`src/rtl/mem_arbiter_if.sv`:
```
`default_nettype none
// ============================================================================
// Module      : mem_arbiter_if
// Description : Bundle of requester-side and memory-side signals around the
//               unified-memory arbiter. The slave modport is the arbiter's
//               view; the master modport is the view of everything around it.
// Revision    : 1.0 - initial release
// ============================================================================
interface mem_arbiter_if;
  // Instruction fetch port
  logic        fe_req;
  logic [31:0] fe_addr;
  logic        fe_ack;
  logic        fe_rvalid;
  logic [31:0] fe_rdata;
  // Data-memory stage port
  logic        dm_req;
  logic [31:0] dm_addr;
  logic        dm_write;
  logic [31:0] dm_wdata;
  logic [1:0]  dm_width;
  logic        dm_extend;
  logic        dm_ack;
  logic        dm_rvalid;
  logic [31:0] dm_rdata;
  // DMA / debug loader port
  logic        dma_req;
  logic [31:0] dma_addr;
  logic        dma_write;
  logic [31:0] dma_wdata;
  logic        dma_ack;
  logic        dma_rvalid;
  logic [31:0] dma_rdata;
  // Memory request port
  logic        mem_req;
  logic [31:0] mem_addr;
  logic        mem_write;
  logic [31:0] mem_wdata;
  logic [1:0]  mem_width;
  logic        mem_extend;
  logic        mem_ack;
  logic [31:0] mem_rdata;

  modport slave (
    input  fe_req, fe_addr,
    output fe_ack, fe_rvalid, fe_rdata,
    input  dm_req, dm_addr, dm_write, dm_wdata, dm_width, dm_extend,
    output dm_ack, dm_rvalid, dm_rdata,
    input  dma_req, dma_addr, dma_write, dma_wdata,
    output dma_ack, dma_rvalid, dma_rdata,
    output mem_req, mem_addr, mem_write, mem_wdata, mem_width, mem_extend,
    input  mem_ack, mem_rdata
  );

  modport master (
    output fe_req, fe_addr,
    input  fe_ack, fe_rvalid, fe_rdata,
    output dm_req, dm_addr, dm_write, dm_wdata, dm_width, dm_extend,
    input  dm_ack, dm_rvalid, dm_rdata,
    output dma_req, dma_addr, dma_write, dma_wdata,
    input  dma_ack, dma_rvalid, dma_rdata,
    input  mem_req, mem_addr, mem_write, mem_wdata, mem_width, mem_extend,
    output mem_ack, mem_rdata
  );
endinterface
`default_nettype wire

```
`src/rtl/mem_arbiter.sv`:
```
`default_nettype none
// ============================================================================
// Module      : mem_arbiter
// Description : Three-way arbiter (fetch, data stage, DMA) in front of the
//               single-ported unified memory. Fixed priority dm > fe > dma
//               with starvation promotion of fe/dma, and one-cycle routing of
//               read data back to the requester that issued the read.
// Revision    : 1.0 - initial release
// ============================================================================
module mem_arbiter #(
  parameter int STARVE_LIMIT = 8,
  parameter int CNT_W        = 4
) (
  input  logic         clk,
  input  logic         reset_n,
  mem_arbiter_if.slave bus
);

  typedef enum logic [1:0] {
    OWN_NONE = 2'd0,
    OWN_FE   = 2'd1,
    OWN_DM   = 2'd2,
    OWN_DMA  = 2'd3
  } owner_e;

  localparam logic [CNT_W-1:0] LIMIT = CNT_W'(STARVE_LIMIT);
  localparam logic [CNT_W-1:0] ONE   = CNT_W'(1);

  logic [CNT_W-1:0] fe_cnt_q, fe_cnt_d;
  logic [CNT_W-1:0] dma_cnt_q, dma_cnt_d;
  owner_e           rd_owner_q, rd_owner_d;
  owner_e           gnt;
  logic [31:0]      fe_rdata_q, dm_rdata_q, dma_rdata_q;
  logic             fe_starved, dma_starved;
  logic             fe_own, dm_own, dma_own;

  // Pick this cycle's grantee: starved fe, then starved dma, then dm > fe > dma.
  always_comb begin
    gnt         = OWN_NONE;
    fe_starved  = (fe_cnt_q == LIMIT) && bus.fe_req;
    dma_starved = (dma_cnt_q == LIMIT) && bus.dma_req;
    if (reset_n) begin
      if (fe_starved)       gnt = OWN_FE;
      else if (dma_starved) gnt = OWN_DMA;
      else if (bus.dm_req)  gnt = OWN_DM;
      else if (bus.fe_req)  gnt = OWN_FE;
      else if (bus.dma_req) gnt = OWN_DMA;
    end
  end

  // Forward the grantee's request fields and hand mem_ack back to it alone.
  always_comb begin
    bus.mem_req    = reset_n && (bus.fe_req || bus.dm_req || bus.dma_req);
    bus.mem_addr   = 32'd0;
    bus.mem_write  = 1'b0;
    bus.mem_wdata  = 32'd0;
    bus.mem_width  = 2'b00;
    bus.mem_extend = 1'b0;
    case (gnt)
      OWN_FE: begin
        bus.mem_addr  = bus.fe_addr;
        bus.mem_width = 2'b10;
      end
      OWN_DM: begin
        bus.mem_addr   = bus.dm_addr;
        bus.mem_write  = bus.dm_write;
        bus.mem_wdata  = bus.dm_wdata;
        bus.mem_width  = bus.dm_width;
        bus.mem_extend = bus.dm_extend;
      end
      OWN_DMA: begin
        bus.mem_addr  = bus.dma_addr;
        bus.mem_write = bus.dma_write;
        bus.mem_wdata = bus.dma_wdata;
        bus.mem_width = 2'b10;
      end
      default: ;
    endcase
    bus.fe_ack  = (gnt == OWN_FE)  && bus.mem_ack;
    bus.dm_ack  = (gnt == OWN_DM)  && bus.mem_ack;
    bus.dma_ack = (gnt == OWN_DMA) && bus.mem_ack;
  end

  // Next-state for starvation counters and the owner of the read in flight.
  always_comb begin
    fe_cnt_d   = '0;
    dma_cnt_d  = '0;
    rd_owner_d = OWN_NONE;
    if (bus.fe_req && !bus.fe_ack)
      fe_cnt_d = (fe_cnt_q == LIMIT) ? LIMIT : fe_cnt_q + ONE;
    if (bus.dma_req && !bus.dma_ack)
      dma_cnt_d = (dma_cnt_q == LIMIT) ? LIMIT : dma_cnt_q + ONE;
    if (bus.mem_req && bus.mem_ack && !bus.mem_write)
      rd_owner_d = gnt;
  end

  // State register; reset drops any read in flight and clears the counters.
  always_ff @(posedge clk) begin
    if (!reset_n) begin
      fe_cnt_q   <= '0;
      dma_cnt_q  <= '0;
      rd_owner_q <= OWN_NONE;
    end else begin
      fe_cnt_q   <= fe_cnt_d;
      dma_cnt_q  <= dma_cnt_d;
      rd_owner_q <= rd_owner_d;
    end
  end

  // Per-requester hold registers keep the last delivered read word visible.
  always_ff @(posedge clk) begin
    if (!reset_n) begin
      fe_rdata_q  <= 32'd0;
      dm_rdata_q  <= 32'd0;
      dma_rdata_q <= 32'd0;
    end else begin
      if (rd_owner_q == OWN_FE)  fe_rdata_q  <= bus.mem_rdata;
      if (rd_owner_q == OWN_DM)  dm_rdata_q  <= bus.mem_rdata;
      if (rd_owner_q == OWN_DMA) dma_rdata_q <= bus.mem_rdata;
    end
  end

  // Route the returning read word to its owner; others see their held value.
  always_comb begin
    fe_own         = reset_n && (rd_owner_q == OWN_FE);
    dm_own         = reset_n && (rd_owner_q == OWN_DM);
    dma_own        = reset_n && (rd_owner_q == OWN_DMA);
    bus.fe_rvalid  = fe_own;
    bus.dm_rvalid  = dm_own;
    bus.dma_rvalid = dma_own;
    bus.fe_rdata   = fe_own  ? bus.mem_rdata : fe_rdata_q;
    bus.dm_rdata   = dm_own  ? bus.mem_rdata : dm_rdata_q;
    bus.dma_rdata  = dma_own ? bus.mem_rdata : dma_rdata_q;
  end

endmodule
`default_nettype wire

```
`src/flat_wrapper.sv`:
```
// flat-port wrapper written by rule: the top's interface ports become plain ports
module mem_arbiter_flat 
#(
  parameter int STARVE_LIMIT = 8,
  parameter int CNT_W        = 4
)
  (clk, reset_n, bus_fe_req, bus_fe_addr, bus_fe_ack, bus_fe_rvalid, bus_fe_rdata, bus_dm_req, bus_dm_addr, bus_dm_write, bus_dm_wdata, bus_dm_width, bus_dm_extend, bus_dm_ack, bus_dm_rvalid, bus_dm_rdata, bus_dma_req, bus_dma_addr, bus_dma_write, bus_dma_wdata, bus_dma_ack, bus_dma_rvalid, bus_dma_rdata, bus_mem_req, bus_mem_addr, bus_mem_write, bus_mem_wdata, bus_mem_width, bus_mem_extend, bus_mem_ack, bus_mem_rdata);
  mem_arbiter_if bus_i ();
  input  logic clk;
  input  logic reset_n;
  input wire logic [$bits(bus_i.fe_req)-1:0] bus_fe_req;
  input wire logic [$bits(bus_i.fe_addr)-1:0] bus_fe_addr;
  output wire logic [$bits(bus_i.fe_ack)-1:0] bus_fe_ack;
  output wire logic [$bits(bus_i.fe_rvalid)-1:0] bus_fe_rvalid;
  output wire logic [$bits(bus_i.fe_rdata)-1:0] bus_fe_rdata;
  input wire logic [$bits(bus_i.dm_req)-1:0] bus_dm_req;
  input wire logic [$bits(bus_i.dm_addr)-1:0] bus_dm_addr;
  input wire logic [$bits(bus_i.dm_write)-1:0] bus_dm_write;
  input wire logic [$bits(bus_i.dm_wdata)-1:0] bus_dm_wdata;
  input wire logic [$bits(bus_i.dm_width)-1:0] bus_dm_width;
  input wire logic [$bits(bus_i.dm_extend)-1:0] bus_dm_extend;
  output wire logic [$bits(bus_i.dm_ack)-1:0] bus_dm_ack;
  output wire logic [$bits(bus_i.dm_rvalid)-1:0] bus_dm_rvalid;
  output wire logic [$bits(bus_i.dm_rdata)-1:0] bus_dm_rdata;
  input wire logic [$bits(bus_i.dma_req)-1:0] bus_dma_req;
  input wire logic [$bits(bus_i.dma_addr)-1:0] bus_dma_addr;
  input wire logic [$bits(bus_i.dma_write)-1:0] bus_dma_write;
  input wire logic [$bits(bus_i.dma_wdata)-1:0] bus_dma_wdata;
  output wire logic [$bits(bus_i.dma_ack)-1:0] bus_dma_ack;
  output wire logic [$bits(bus_i.dma_rvalid)-1:0] bus_dma_rvalid;
  output wire logic [$bits(bus_i.dma_rdata)-1:0] bus_dma_rdata;
  output wire logic [$bits(bus_i.mem_req)-1:0] bus_mem_req;
  output wire logic [$bits(bus_i.mem_addr)-1:0] bus_mem_addr;
  output wire logic [$bits(bus_i.mem_write)-1:0] bus_mem_write;
  output wire logic [$bits(bus_i.mem_wdata)-1:0] bus_mem_wdata;
  output wire logic [$bits(bus_i.mem_width)-1:0] bus_mem_width;
  output wire logic [$bits(bus_i.mem_extend)-1:0] bus_mem_extend;
  input wire logic [$bits(bus_i.mem_ack)-1:0] bus_mem_ack;
  input wire logic [$bits(bus_i.mem_rdata)-1:0] bus_mem_rdata;
  assign bus_i.fe_req = bus_fe_req;
  assign bus_i.fe_addr = bus_fe_addr;
  assign bus_fe_ack = bus_i.fe_ack;
  assign bus_fe_rvalid = bus_i.fe_rvalid;
  assign bus_fe_rdata = bus_i.fe_rdata;
  assign bus_i.dm_req = bus_dm_req;
  assign bus_i.dm_addr = bus_dm_addr;
  assign bus_i.dm_write = bus_dm_write;
  assign bus_i.dm_wdata = bus_dm_wdata;
  assign bus_i.dm_width = bus_dm_width;
  assign bus_i.dm_extend = bus_dm_extend;
  assign bus_dm_ack = bus_i.dm_ack;
  assign bus_dm_rvalid = bus_i.dm_rvalid;
  assign bus_dm_rdata = bus_i.dm_rdata;
  assign bus_i.dma_req = bus_dma_req;
  assign bus_i.dma_addr = bus_dma_addr;
  assign bus_i.dma_write = bus_dma_write;
  assign bus_i.dma_wdata = bus_dma_wdata;
  assign bus_dma_ack = bus_i.dma_ack;
  assign bus_dma_rvalid = bus_i.dma_rvalid;
  assign bus_dma_rdata = bus_i.dma_rdata;
  assign bus_mem_req = bus_i.mem_req;
  assign bus_mem_addr = bus_i.mem_addr;
  assign bus_mem_write = bus_i.mem_write;
  assign bus_mem_wdata = bus_i.mem_wdata;
  assign bus_mem_width = bus_i.mem_width;
  assign bus_mem_extend = bus_i.mem_extend;
  assign bus_i.mem_ack = bus_mem_ack;
  assign bus_i.mem_rdata = bus_mem_rdata;
  mem_arbiter #(.STARVE_LIMIT(STARVE_LIMIT), .CNT_W(CNT_W)) u_core (.clk(clk), .reset_n(reset_n), .bus(bus_i));
endmodule
```
`config.mk`:
```
export PLATFORM = sky130hd
export DESIGN_NAME = mem_arbiter_flat
export DESIGN_NICKNAME = d
export VERILOG_FILES = /design/src/rtl/mem_arbiter_if.sv /design/src/rtl/mem_arbiter.sv /design/src/flat_wrapper.sv
export SDC_FILE = /design/constraint.sdc
export NUM_CORES = 1
export LEC_CHECK = 0
export ABC_AREA = 1
export BUFFER_PORTS_ARGS = -buffer_cell sky130_fd_sc_hd__buf_2
export CAP_MARGIN = 40
export CORE_AREA = 4 4 141 143
export CTS_BUF_LIST = sky130_fd_sc_hd__clkbuf_4 sky130_fd_sc_hd__clkbuf_8
export DETAILED_ROUTE_END_ITERATION = 10
export DIE_AREA = 0 0 145 147
export GPL_ROUTABILITY_DRIVEN = 0
export PLACE_DENSITY = 0.67
export SLEW_MARGIN = 20
export SYNTH_ARGS = -nofsm -noshare
export SYNTH_HDL_FRONTEND = slang
export SYNTH_SLANG_ARGS = --single-unit
```
`constraint.sdc`:
```
create_clock -name clk -period 2.2 [get_ports clk]
set_input_delay 0.44 -clock clk [delete_from_list [all_inputs] [get_ports clk]]
set_output_delay 0.44 -clock clk [all_outputs]
set_load 0.05 [all_outputs]
```
==> results of run 1 <==
## area by class of cell
type	instances	area, um^2	area share
clock inverter	5	40.04	0.003574
tap	234	292.8	0.02614
timing repair buffer	472	4461	0.3982
clock buffer	10	131.4	0.01173
multi-input combinational	574	3686	0.3291
inverter	120	454.2	0.04055
sequential	106	2135	0.1906
antenna	1	2.502	0.0002234
## sequential cells by signal (all words and copies together) (netlist names)
signal and cells:
u_core.fe_cnt_q 4, u_core.dma_cnt_q 4, u_core.rd_owner_q 2, u_core.dm_rdata_q 32, u_core.dma_rdata_q 32, u_core.fe_rdata_q 32
## final timing paths
check	startpoint	to
min reg2reg	u_core.fe_rdata_q[2]$_SDFFE_PN0N_	u_core.fe_rdata_q[2]$_SDFFE_PN0N_
max reg2reg	u_core.fe_cnt_q[0]$_SDFF_PP0_	u_core.dma_cnt_q[0]$_SDFF_PP0_
max	u_core.fe_cnt_q[0]$_SDFF_PP0_	bus_mem_wdata[27]
min	bus_mem_rdata[9]	u_core.dma_rdata_q[9]$_SDFFE_PN0N_
## timing repair
item,4_1_cts,5_1_grt
hold buffers,0,0
setup buffers,21,12
gates resized for setup,310,255
gates cloned,14,12
pin swaps,17,33
setup endpoints to repair,151,165
## metal layers
metal	up-vias	part of all wire
met5	-	0.00091
met4	4	0.036
met3	78	0.081
met2	355	0.51
met1	3628	0.37
li1	3641	-
## critical path, stage by stage (launching register included)
cell and delay, ns:
dfxtp_2 0.35, inv_2 0.04, ha_4 0.15, nand4_1 0.13, nand2_2 0.09, inv_2 0.08, nand2_4 0.07, buf_12 0.13
nor2_8 0.12, buf_12 0.16, clkbuf_16 0.16, nand2_1 0.06, nand2_1 0.09, buf_6 0.16
## power groups by stage
stage          combinational (mW)  clock [mW]  sequential (mW)
2_1_floorplan               0.760           0             2.00
3_3_place_gp                 1.24           0             2.00
5_1_grt                      1.80        1.24             1.96
3_5_place_dp                 1.25           0             2.00
4_1_cts                      1.57        1.15             1.96
6_report                     1.73        1.13             1.96
## per-stage QoR
step,hold slack [ns],TNS [ns]
finish,0.2992,-25.38
global route,0.2891,-33.22
CTS,0.2777,-22.38
detailed placement,0.4542,-3.019
global placement,0.4531,-1.696
floorplan,0.4297,-6.985
## placed cells by master, fill, tap and decap left out, types with 3 or more instances in the layout
master / count
o31ai_1: 97
inv_1: 110
nand3_4: 3
nor2_1: 11
o21ai_0: 12
clkbuf_8: 9
clkbuf_4: 11
inv_2: 8
buf_12: 31
buf_8: 50
nand2_2: 71
dfxtp_1: 100
buf_6: 89
nand4_1: 3
buf_4: 65
clkbuf_16: 9
nand3_1: 18
nand3_2: 21
o21ai_1: 9
nand2_1: 209
nor2_4: 5
buf_16: 8
dfxtp_2: 4
nor2_2: 3
buf_2: 209
nand2_4: 22
o21ai_2: 73
## logic make-up (layout without fill, tap and decap cells)
kind of cell,count (synthesis),count (layout),share of synthesized area
flops,106,106,0.3733
compound gates,196,196,0.2157
other cells,0,1,0
simple gates,370,370,0.2635
buf+inv,177,607,0.1325
fa+ha+maj,4,4,0.008805
xor+xnor,4,4,0.006164
==> impl_results.md, run 1 <==
* RSZ-0062 raised after global routing: yes
* DRC viols at 0
* EDFF count, synth at 0
* Clock share of power at 0.235
* First drt pass iteration count at 5
* P_sw at 1.734 mW
* Hold Crit Depth at 3
* Internal Dissipation at 3.081 mW
* Hpwl dp at ~19000 um
* TritonCTS clock tree: built
* Pre-CTS setup slack at -0.1622 ns
* Die W at 145 um
* WL/cell at 18.87 um
* Total power at 4.815 mW
* Cell with the most instances after synthesis: nand2_1
* Core Region at 18580 um^2
* Syn_nets at 1064
* Clock latency at the later pin of the worst-skew pair at 0.38 ns
* Syn Std Cell Area at between 5000 and 6000 um^2
* Status: complete, but fails checks
* CP Launch Type: flip-flop
* Filler cells at ~1.6k
* Static Leakage at 5.364 nW
* Grt met3 use at 0.05830
* Initial core utilization at 0.3059
* Ranking of synthesized cells by area: dfxtp_1 (37%), nand2_1 (20%), o31ai_1 (13%)
* DRT antenna net count at 0
* Crit-path max FO at 8
* Period minus WS final at 2.633 ns
* First-pass GRT wire length at 40340 um
* Synth top area share at 0.3733
* Syn-to-layout area delta at 97.07%
* H-tree levels at 3
* Die Y at 147 um
* Fin. max-slew vios at 0
* CP arrival at 2.19 ns
* Maxcap violations at 0
* Failing checks: setup timing
* Worst hold path type: input pin to flip-flop
* Synth cell count leaders: nand2_1 (300), inv_1 (117), dfxtp_1 (106)
* R2r worst-path depth at 10
* # port buffers at 373
* Final number of hold-violating endpoints at 0
* Cells after Synth at 857
* Leading area contributor after synthesis: dfxtp_1
* # rows at 50
* Met1 Usage GRT at 0.2771
* Cell variety after synth at 27
* All-Layer GR Usage at 0.2367
* Clk_skew at 0.009824 ns
* Util after Layout at 0.6029
* Vias at 7706
* CP Capture Type: output pin
* Vias in the first global route at 7436
* Initial antenna violation count at 2
* Fraction of layout cells with a size suffix above 1 at 0.5517
* Area after DPL at 8477 um^2
* Worst-Margin Slew at 0.6424 ns
* Primary FF master, synth: dfxtp_1
* Final instance area at 11200 um^2
* Crit path required time at 1.76 ns
* Sinks on Clock Net at 106
* Fin cells at 1522
* Worst IR Drop VDD at 209.3 uV
* Largest net degree at the start of global routing at 41
* PD cells at about 430 nW/um^2
* Comb power frac at 0.359
* Clock Root Buffer: clkbuf_8
* Final Net Count at 1490
* Setup violations, final at 71
* Yosys warns at 0
* Post-synthesis register bit count at 106
* Kind of critical path: flip-flop to output pin
* Total congestion overflow at 0
* Initial DRC count at 428
* Die area at 21320 um^2
* Cell count after placement at approximately 1.5k
* F_max at roughly 380 MHz
* Total routed wirelength at around 29000 um
* Period utilization at 1.197
* Clock Pin Slew Worst Setup and Hold Paths at 0.11 ns
* Sequential share of the synthesized area at 0.3733
* Clock Path Buffers at 2
* Setup ws final at -0.4334 ns
* Max-slew headroom at 0.5713
* Net switching fraction of the power at 0.3601
* # IOs at 374
* Fraction of registers with async set/reset at 0
* GRT Max-Usage Layer: met2
* Vias per inst at 5.063
* Setup slack, reg-to-reg at 0.67 ns
* Grt met2 use at 0.4218
* Sequential Power Share at 0.406
* Syn Area/Cell at approximately 6.6 um^2
* CTS buffer count at 9
Note: power is estimated with default switching activity, not from simulation.
==> inputs of run 2 (changes only) <==
- PLACE_DENSITY: 0.67 -> 0.65
==> impl_results.md, run 2 (synthesis gave the netlist of run 1 again) <==
* Status: complete, but fails checks
* Failing checks: setup timing
* Total routed wirelength at 29970 um
* Crit path max-delay cell type: dfxtp_2
* CTS buffer count at 9
* Commonest non-fill, non-tap cell in the layout: buf_2
* Setup ws final at -0.3694 ns
* Core Region at ~19000 um^2
* WL/cell at 19.73 um
* Worst-Margin Slew at just over 0.5 ns
* Clock Path Buffers at 2
* F_max at 389.2 MHz
* Static Leakage at approximately 5.5 nW
* Worst Hold Launch: bus_mem_rdata[24]
* Commonest non-fill, non-tap cells in the layout: buf_2 (205), nand2_1 (174), inv_1 (109)
* Die W at ~150 um
* Delay of the slowest cell on the worst path at 0.34 ns
* TritonCTS clock tree: built
* Sinks on Clock Net at between 100 and 150
* Hold-fix buffers, CTS at 0
* Vias at 7707
* CP Launch Type: flip-flop
* Fin. max-slew vios at 0
* Kind of critical path: flip-flop to output pin
* All-Layer GR Usage at 0.2447
* Die area at approximately 21000 um^2
* # port buffers at 373
* FF+latch area at between 2000 and 2500 um^2
* Final number of hold-violating endpoints at 0
* Hpwl dp at approximately 19000 um
* Vias in the first global route at ~7.2k
* Clock latency at the later pin of the worst-skew pair at 0.37 ns
* Final instance area at around 11000 um^2
* Clock Pin Slew Worst Setup and Hold Paths at 0.11 ns
* First drt pass iteration count at 5
* Setup violations, final at 72
* RSZ-0062 raised after global routing: yes
* H-tree levels at 3
* Clock Root Buffer: clkbuf_8
* CP arrival at 2.13 ns
* Top flop regs: u_core.dm_rdata_q: 32 flops, u_core.dma_rdata_q: 32 flops, u_core.fe_rdata_q: 32 flops
* Die Y at 147 um
* Crit-path max FO at 8
* Crit path buffers/inverters at 5
* R2R Path Start: u_core.dma_cnt_q[0]$_SDFF_PP0_
* Final Net Count at approximately 1.5k
* Area after DPL at about 8400 um^2
* Fraction of layout cells with a size suffix above 1 at 0.5917
* Filler cells at 1557
* # IOs at about 370
* Footprint of the multi-input gates at ~3900 um^2
* Maxcap violations at 0
* # rows at 50
* CP Capture Type: output pin
* CP delay by family, top: buffers and inverters
* Total power at 5.014 mW
* Worst hold path type: input pin to flip-flop
* First-pass GRT wire length at 41280 um
* Initial core utilization at 0.3059
* Period minus WS final at 2.569 ns
* Initial DRC count at 390
* PD cells at around 440 nW/um^2
* Vias per inst at approximately 5.1
* Period utilization at 1.168
* DRC viols at 0
* DRT antenna net count at 0
* CP cell instances: inv_2 > ha_4 > nand4_1 > buf_4 > nand3_4 > nand2_4 > nor2_4 > buf_6 > buf_16 > nand2_1 > nand3_2 > buf_8
* Largest net degree at the start of global routing at 58
* Max-slew headroom at 0.6606
* Clk_skew at 0.008735 ns
* Crit path required time at 1.76 ns
* Total congestion overflow at 0
* Initial antenna violation count at 6
* Worst IR Drop VDD at 363.7 uV
* Syn-to-layout area delta at 102.1%
* Critical path origin: u_core.fe_cnt_q[0]$_SDFF_PP0_
-- run 2: changes by cell type in the layout (fill, tap and decap cells not counted), sizes merged --
cell      previous run  this run
diode                1         4
bufbuf               1         0
inv                121       120
bufinv               0         1
clkinv               4         3
clkinvlp             0         2
buf                452       453
clkbuf              29        22
-- run 2: through the flow --
stage	setup slack (ns)	utilization	instances	setup TNS [ns]	hold WS [ns]
after floorplan	-0.2444	-	857	-6.985	0.4297
after global placement	-0.1455	0.4486	1438	-1.244	0.4538
after detailed placement	-0.1653	0.4500	1439	-2.986	0.4523
after CTS	-0.3394	0.5493	1491	-20.90	0.2925
after global routing	-0.4877	0.6180	1517	-29.90	0.2978
final	-0.3694	0.6182	1519	-21.72	0.3216
-- run 2: report_power, final --
part,switching [mW],internal [mW]
clock network,0.710,0.544
logic,1.07,0.728
registers,0.0101,1.95
-- run 2: cell type report --
type	count	share of cell area
tap	234	0.02549
inverter	120	0.04063
clock inverter	6	0.005773
sequential	106	0.1856
clock buffer	10	0.01144
timing repair buffer	465	0.3872
antenna	4	0.0008714
multi-input combinational	574	0.3430
-- run 2: worst register-to-register path: cells and delay by family, from the launching register on --
family | cells | cell delay, ns
and+or+nand+nor | 6 | 0.54
buffers and inverters | 5 | 0.57
adders and majority gates | 1 | 0.16
DFF | 1 | 0.35
-- run 2: worst paths after layout --
kind                                                             to  slack, ns  depth (start not counted)
worst max-delay path                                bus_mem_addr[8]      -0.37                         12
worst min-delay path             u_core.fe_rdata_q[24]$_SDFFE_PN0N_       0.32                          3
worst max register to register        u_core.fe_cnt_q[0]$_SDFF_PP0_       0.49                         12
worst min register to register  u_core.dma_rdata_q[11]$_SDFFE_PN0N_       0.47                          2
-- run 2: timing repair --
action	4_1_cts	5_1_grt
pin swaps	31	33
buffers inserted	22	16
cloned	14	11
setup endpoints to repair	157	165
gates resized for setup	347	318
-- run 2: per-layer routing --
layer	GRT usage	routed length (um)	vias up
met3	0.06046	2412	72
met5	0	23	-
li1	-	-	3639
met4	0.08789	1114	6
met1	0.2913	10950	3603
met2	0.4300	15470	387
==> inputs of run 3 (changes only) <==
- SKIP_CTS_REPAIR_TIMING: not set -> 1
==> impl_results.md, run 3 (synthesis gave the netlist of run 1 again) <==
* Footprint of the multi-input gates at 3627 um^2
* Setup TNS after final layout at -22.44 ns
* Worst-Margin Slew at 0.5048 ns
* Period utilization at 1.172
* Failing checks: setup timing
* CP Launch Type: flip-flop
* Internal Dissipation at 3.120 mW
* Clock Pin Slew Worst Setup and Hold Paths at 0.11 ns
* Die area at 21320 um^2
* Clock Root Buffer: clkbuf_8
* Hpwl dp at 19310 um
* WL/cell at 19.12 um
* # port buffers at 373
* # IOs at 374
* Area after DPL at 8362 um^2
* Worst IR Drop VDD at 357.9 uV
* Static Leakage at 5.130 nW
* Commonest non-fill, non-tap cell in the layout: nand2_1
* Largest net degree at the start of global routing at 58
* Clock share of power at 0.256
* Status: complete, but fails checks
* Setup violations, final at 70
* Filler cells at 1678
* Die W at 145 um
* Crit path max-delay cell type: dfxtp_2
* Maxcap violations at 0
* Initial core utilization at 0.3059
* Worst hold path type: input pin to flip-flop
* # rows at 50
* F_max at 387.7 MHz
* Total power at roughly 4.8 mW
* Fin. max-slew vios at 0
* Vias in the first global route at 6511
* Clock latency at the later pin of the worst-skew pair at 0.38 ns
* P_sw at 1.711 mW
* Kind of critical path: flip-flop to output pin
* Fraction of layout cells with a size suffix above 1 at 0.5231
* Sinks on Clock Net at 106
* DRT antenna net count at 0
* Crit-path max FO at 8
* Setup ws final at -0.3794 ns
* Max-slew headroom at 0.6635
* Vias at about 7.5k
* Final number of hold-violating endpoints at 0
* Die Y at 147 um
* CP arrival at around 2.1 ns
* Initial DRC count at 370
* TritonCTS clock tree: built
* Syn-to-layout area delta at 86.73%
* Sequential Power Share at 0.405
* Total routed wirelength at 28600 um
* Net switching fraction of the power at 0.3541
* Top flop regs: u_core.dm_rdata_q: 32 flops, u_core.dma_rdata_q: 32 flops, u_core.fe_rdata_q: 32 flops
* CP Capture Type: output pin
* Vias per inst at 5.014
* PD cells at 455.2 nW/um^2
* Delay of the slowest cell on the worst path at 0.34 ns
* Clock Path Buffers at 2
* Period minus WS final at 2.579 ns
* Core Region at 18580 um^2
* CP cell instances: inv_2 > ha_4 > nand4_1 > buf_4 > nand3_4 > nand2_4 > nor2_4 > clkbuf_16 > nand2_4 > nand3_4 > buf_12
* Crit path required time at roughly 1.8 ns
* Final Net Count at 1460
* Commonest non-fill, non-tap cells in the layout: nand2_1 (241), buf_2 (219), inv_1 (110)
* Initial antenna violation count at 6
* All-Layer GR Usage at 0.2153
* RSZ-0062 raised after global routing: yes
* DRC viols at 0
* WHS at between 0.3 and 0.4 ns
* H-tree levels at 3
* Clk_skew at 0.008408 ns
* Final instance area at between 10000 and 15000 um^2
* Comb power frac at 0.339
* First drt pass iteration count at 5
* CTS buffer count at 9
* Total congestion overflow at 0
* First-pass GRT wire length at 36560 um
* FF+latch area at 2132 um^2
[run 3: power groups by stage]
stage	Sequential, mW	Clock [mW]	Combinational (mW)
floorplan	2.00	0	0.760
global placement	2.00	0	1.26
detailed placement	2.00	0	1.27
finish	1.96	1.24	1.64
CTS	1.95	1.27	1.27
global route	1.96	1.36	1.70
[run 3: worst paths after layout]
check / start / endpoint / slack [ns] / cells past startpoint
worst max-delay path: u_core.fe_cnt_q[1]$_SDFF_PP0_ / bus_mem_addr[31] / -0.38 / 11
worst min-delay path: bus_mem_rdata[22] / u_core.fe_rdata_q[22]$_SDFFE_PN0N_ / 0.32 / 3
worst max register to register: u_core.fe_cnt_q[0]$_SDFF_PP0_ / u_core.dma_cnt_q[0]$_SDFF_PP0_ / 0.54 / 9
worst min register to register: u_core.dm_rdata_q[3]$_SDFFE_PN0N_ / u_core.dm_rdata_q[3]$_SDFFE_PN0N_ / 0.47 / 2
[run 3: per-stage QoR]
stage	std cells	setup slack (ns)	utilization
after floorplan	857	-0.2444	-
after global placement	1438	-0.1455	0.4486
after detailed placement	1439	-0.1653	0.4500
after CTS	1455	-0.5823	0.4607
after global routing	1494	-0.4657	0.5710
final	1496	-0.3794	0.5712
[run 3: critical path: cells and delay by family (launching register included)]
kind	cells	cell delay, ns
flip-flops	1	0.34
buffers and inverters	4	0.63
AND/OR/NAND/NOR	6	0.65
adder cells (fa/ha/maj)	1	0.13
[run 3: area by class of cell]
class | count | area share
timing repair buffer | 442 | 0.3672
multi-input combinational | 574 | 0.3417
sequential | 106 | 0.2009
inverter | 120 | 0.04303
tap | 234 | 0.02758
clock buffer | 10 | 0.01238
clock inverter | 6 | 0.006248
antenna | 4 | 0.0009431
[run 3: layer usage]
metal,track usage,part of all wire,up-vias
met5,0,0.00098,-
met4,0.05796,0.027,6
met3,0.07125,0.084,64
met2,0.3688,0.51,356
met1,0.2607,0.38,3476
li1,-,-,3599
